==> config.mk <==
export PLATFORM = sky130hd
export DESIGN_NAME = fp_to_linear_decoder
export DESIGN_NICKNAME = d
export VERILOG_FILES = /design/src/rtl/fp_to_linear_decoder.sv
export SDC_FILE = /design/constraint.sdc
export NUM_CORES = 1
export LEC_CHECK = 0
export ABC_AREA = 1
export CAP_MARGIN = 20
export CORE_MARGIN = 10
export CORE_UTILIZATION = 45
export DETAILED_ROUTE_END_ITERATION = 12
export HOLD_SLACK_MARGIN = 0.15
export PLACE_DENSITY_LB_ADDON = 0.08
export SYNTH_ARGS = -nofsm -noshare
export SYNTH_HDL_FRONTEND = slang
export SYNTH_SLANG_ARGS = --single-unit
==> constraint.sdc <==
create_clock -name clk -period 2.31 [get_ports clk]
set_clock_uncertainty 0.05 [all_clocks]
set_input_delay 0.3465 -clock clk [delete_from_list [all_inputs] [get_ports clk]]
set_output_delay 0.3465 -clock clk [all_outputs]
set_load 0.01 [all_outputs]
==> src/rtl/fp_to_linear_decoder.sv <==
// Iterative decoder from 8-bit FP {S, E[2:0], F[3:0]} to a 12-bit two's-complement
// value D = (-1)^S * F * 2^E. The magnitude is shifted one bit per cycle.
module fp_to_linear_decoder #(
  parameter bit STRICT = 1'b0
) (
  input  logic        clk,
  input  logic        rst_n,
  input  logic        in_valid,
  output logic        in_ready,
  input  logic        S,
  input  logic [2:0]  E,
  input  logic [3:0]  F,
  output logic        out_valid,
  input  logic        out_ready,
  output logic [11:0] D,
  output logic        err
);

  typedef enum logic [1:0] {
    IDLE  = 2'd0,
    SHIFT = 2'd1,
    CONV  = 2'd2,
    HOLD  = 2'd3
  } state_t;

  state_t      state_q, state_d;
  logic [11:0] mag_q, mag_d;
  logic [2:0]  cnt_q, cnt_d;
  logic        sign_q, sign_d;
  logic        err_r_q, err_r_d;
  logic [11:0] d_q, d_d;
  logic        err_q, err_d;
  logic        out_valid_q, out_valid_d;

  always_ff @(posedge clk or negedge rst_n) begin
    if (!rst_n) begin
      state_q     <= IDLE;
      mag_q       <= '0;
      cnt_q       <= '0;
      sign_q      <= 1'b0;
      err_r_q     <= 1'b0;
      d_q         <= '0;
      err_q       <= 1'b0;
      out_valid_q <= 1'b0;
    end else begin
      state_q     <= state_d;
      mag_q       <= mag_d;
      cnt_q       <= cnt_d;
      sign_q      <= sign_d;
      err_r_q     <= err_r_d;
      d_q         <= d_d;
      err_q       <= err_d;
      out_valid_q <= out_valid_d;
    end
  end

  always_comb begin
    state_d     = state_q;
    mag_d       = mag_q;
    cnt_d       = cnt_q;
    sign_d      = sign_q;
    err_r_d     = err_r_q;
    d_d         = d_q;
    err_d       = err_q;
    out_valid_d = out_valid_q;

    case (state_q)
      IDLE: begin
        if (in_valid) begin
          sign_d  = S;
          mag_d   = {8'b0, F};
          cnt_d   = E;
          err_r_d = (E != 3'd0) && !F[3];
          state_d = (E != 3'd0) ? SHIFT : CONV;
        end
      end
      SHIFT: begin
        mag_d = mag_q << 1;
        cnt_d = cnt_q - 3'd1;
        if (cnt_q == 3'd1) state_d = CONV;
      end
      CONV: begin
        // Negating a zero magnitude wraps back to 12'h000, so -0 needs no special case.
        if (STRICT && err_r_q) d_d = '0;
        else                   d_d = sign_q ? (~mag_q + 12'd1) : mag_q;
        err_d       = err_r_q;
        out_valid_d = 1'b1;
        state_d     = HOLD;
      end
      HOLD: begin
        if (out_ready) begin
          out_valid_d = 1'b0;
          state_d     = IDLE;
        end
      end
      default: state_d = IDLE;
    endcase
  end

  assign in_ready  = (state_q == IDLE);
  assign out_valid = out_valid_q;
  assign D         = d_q;
  assign err       = err_q;

endmodule

==> metrics.md <==
| Metric | Value |
|---|---|
| Worst setup slack after placement | `0.0835 ns` |
| Crit path from | `state_q[0]` |
| CORE AREA | `3740 µm²` |
| Horizontal extent of the die | `82.7 µm` |
| Worst Max-Slew Pin Slew | `0.459 ns` |
| Final layout net count | `255` |
| Half-perimeter wire length of the detailed placement result | `2880 µm` |
| Clock buffer count from CTS | `5` |
| Resized cells post-CTS | `0` |
| WL final | `3820 µm` |
| Post-CTS repair timing setup buffer count | `0` |
| Via count | `1,446` |
| Max transition margin | `69.2%` |
| Register-to-register setup slack | `0.60 ns` |
| Effective utilization at floorplan | `47.3%` |
| Final instance area | `2180 µm²` |
| Setup-failing EPs final | `0` |
| Iteration-0 DRC Markers | `92` |
| Total congestion overflow | `0` |
| #FFs+latches synth | `33` |
| Cell area after synthesis | `1770 µm²` |
| Post-Syn Area per Cell | `8.59 µm²` |
| Number of diodes added for antenna fixing | `0` |
| Pin count of the biggest net entering global routing | `34` |
| VDD IR max | `1.02 mV` |
| Nature of the critical path startpoint | `flip-flop` |
| Worst min-delay path category | `in -> async` |
| R2R cell count | `7` |
| Placer's final routability congestion estimate | `0.856` |
| Number of core rows | `22` |
| Clock tree from TritonCTS | `yes` |
| Syn_nets | `226` |
| Routed WL per cell | `13.4 µm` |
| Drt first pass iters | `4` |
| Depth of the CTS H-tree | `2` |
| Cell Area, Placed | `2050 µm²` |
| Max FO, Critical Path | `4` |
| Remaining design rule violation count | `0` |
| Period utilisation layout | `88.5%` |
| Max-cap violation count | `0` |
| Clk sink count | `33` |
| End-of-flow core utilization | `58.3%` |
| Min Clock Period, post-route | `2.04 ns` |
| Critical path type | `reg -> out` |
| I/O pin cnt | `27` |
| CTS max path bufs | `2` |
| Leak pwr | `1.03 nW` |
| Post-Syn Instances | `206` |
| Maximum frequency from static timing analysis | `489 MHz` |
| Source-to-sink clock delay at the later pin of the worst-skew pair | `0.29 ns` |
| Total GRT Usage | `12.3%` |
| Number of global-route vias before repair | `1,346` |
| Number of synthesis warnings | `0` |
| Seq/Total Area, Yosys | `46.6%` |
| Most common library cell in the layout ignoring fill and taps | `sky130_fd_sc_hd__nand2_1` |
| Layout filler cell count | `338` |
| Final hold violation count | `0` |
| PnR worst setup slack | `0.265 ns` |
| Die outline area | `6840 µm²` |
| Status | `complete, no violations` |
| Fraction of layout cells with a size suffix above 1 | `10.2%` |
| Clock edge transition at the registers on the reported setup and hold paths | `0.06 ns` |
| Total Negative Setup Slacks | `0 ns` |
| Total count of max-transition violations in the final report | `0` |
| Vertical die dimension | `82.7 µm` |
| Number of distinct standard cells referenced by the synthesized netlist | `27` |
| Critical path arrival | `1.65 ns` |
| Worst Setup End Kind | `output pin` |
| Synth-to-Final Area Change | `23.3%` |
| Most frequent cells in the layout | `sky130_fd_sc_hd__nand2_1, sky130_fd_sc_hd__dfrtp_1, sky130_fd_sc_hd__clkdlybuf4s50_1` |
| Remaining antenna violation count | `0` |
| End of the worst register-to-register path | `cnt_q[2]` |
| RSZ-0062 raised after global routing | `false` |
| Power Dens Cells | `1350 nW/µm²` |
| Required time at the endpoint of the critical path | `1.91 ns` |
| Count of input and output buffers | `26` |
| First-pass GRT wire length | `6350 µm` |
| Detailed-route vias per instance | `5.09` |
| Number of antenna violations at the first check in global routing | `0` |
| CTS root buf | `sky130_fd_sc_hd__clkbuf_8` |
| Post-CTS Hold Buffers | `0` |
| Reg-to-reg startpoint | `state_q[0]` |
[cells in the mapped netlist]
master,number,area share [%]
sky130_fd_sc_hd__nand2_1,54,11
sky130_fd_sc_hd__dfrtp_1,33,47
sky130_fd_sc_hd__inv_1,21,4.5
sky130_fd_sc_hd__o21ai_0,21,5.9
sky130_fd_sc_hd__nand3_1,18,5.1
sky130_fd_sc_hd__ha_1,8,5.7
sky130_fd_sc_hd__nor2_1,8,1.7
sky130_fd_sc_hd__o21ai_2,7,3.5
sky130_fd_sc_hd__o211ai_1,5,2.1
sky130_fd_sc_hd__buf_2,4,1.1
sky130_fd_sc_hd__nand3_2,4,2.3
sky130_fd_sc_hd__xor2_1,4,2.0
sky130_fd_sc_hd__nand4_1,3,1.1
sky130_fd_sc_hd__buf_6,2,1.3
sky130_fd_sc_hd__o21ai_1,2,0.57
sky130_fd_sc_hd__a21oi_1,1,0.28
sky130_fd_sc_hd__a22o_1,1,0.49
sky130_fd_sc_hd__a31oi_1,1,0.35
sky130_fd_sc_hd__a32oi_1,1,0.49
sky130_fd_sc_hd__buf_8,1,0.85
sky130_fd_sc_hd__clkbuf_1,1,0.21
sky130_fd_sc_hd__clkinv_1,1,0.21
sky130_fd_sc_hd__inv_6,1,0.49
sky130_fd_sc_hd__o21bai_2,1,0.64
sky130_fd_sc_hd__o22ai_1,1,0.35
sky130_fd_sc_hd__o2bb2ai_1,1,0.49
sky130_fd_sc_hd__or3_1,1,0.35
[how the worst max path moves through the flow]
stage	end	slack (ns)	cells after the start
floorplan	cnt_q[2]	0.82	7
global placement	cnt_q[2]	0.24	6
detailed placement	cnt_q[2]	0.08	6
CTS	cnt_q[2]	0.08	6
global route	in_ready	0.16	3
finish	in_ready	0.27	3
[critical path, cell delays in order, from the launching register on]
cell	delay, ns
sky130_fd_sc_hd__dfrtp_1	0.40
sky130_fd_sc_hd__inv_1	0.13
sky130_fd_sc_hd__ha_1	0.26
sky130_fd_sc_hd__clkdlybuf4s50_1	0.57
[state kept, by name, indices dropped and copies added (netlist names)]
register   count
D             12
mag_q         12
err            1
sign_q         1
out_valid      1
err_r_q        1
state_q        2
cnt_q          3
[logic make-up after synthesis]
logic type,count (synthesis),synth area share [%]
buffers and inverters,31,8.62
AOI/OAI and AO/OA,42,15.2
adders and majority gates,8,5.65
xor gates and xnor gates,4,1.98
DFF,33,46.6
and+or+nand+nor,88,21.9
[report_power, final]
| group | internal, mW | switching, mW |
|---|---|---|
| Combinational | 0.614 | 0.845 |
| Clock | 0.351 | 0.206 |
| Sequential | 0.796 | 0.143 |
| Total | 1.76 | 1.19 |
[metal layers]
| metal | track usage (%) | part of all wire, % | vias to the layer above | routed length [µm] |
|---|---|---|---|---|
| met5 | 0 | 0 | - | 0 |
| met4 | 5.52 | 1.7 | 0 | 65 |
| li1 | - | - | 736 | - |
| met1 | 15.6 | 47 | 652 | 1810 |
| met3 | 4.43 | 8.6 | 6 | 329 |
| met2 | 18.1 | 42 | 52 | 1610 |
[final cells by class]
| cell class | count | area (µm²) | share of cell area [%] |
|---|---|---|---|
| inverters | 23 | 91.3 | 4.18 |
| clock buffers | 7 | 86.3 | 3.95 |
| multi-input cells | 142 | 792 | 36.3 |
| repair buffers | 30 | 298 | 13.6 |
| clock inverters | 1 | 30.0 | 1.38 |
| flip-flops and latches | 33 | 826 | 37.8 |
| well taps | 48 | 60.1 | 2.75 |
[metrics by stage]
step	cells	hold WS, ns	power, mW
3_3_place_gp	275	0.410	2.33
5_1_grt	284	0.440	3.23
2_1_floorplan	206	0.000909	1.96
4_1_cts	283	0.423	2.96
6_report	284	0.424	2.96
3_5_place_dp	275	0.415	2.38
No activity file was read; power rests on OpenSTA's default activity.
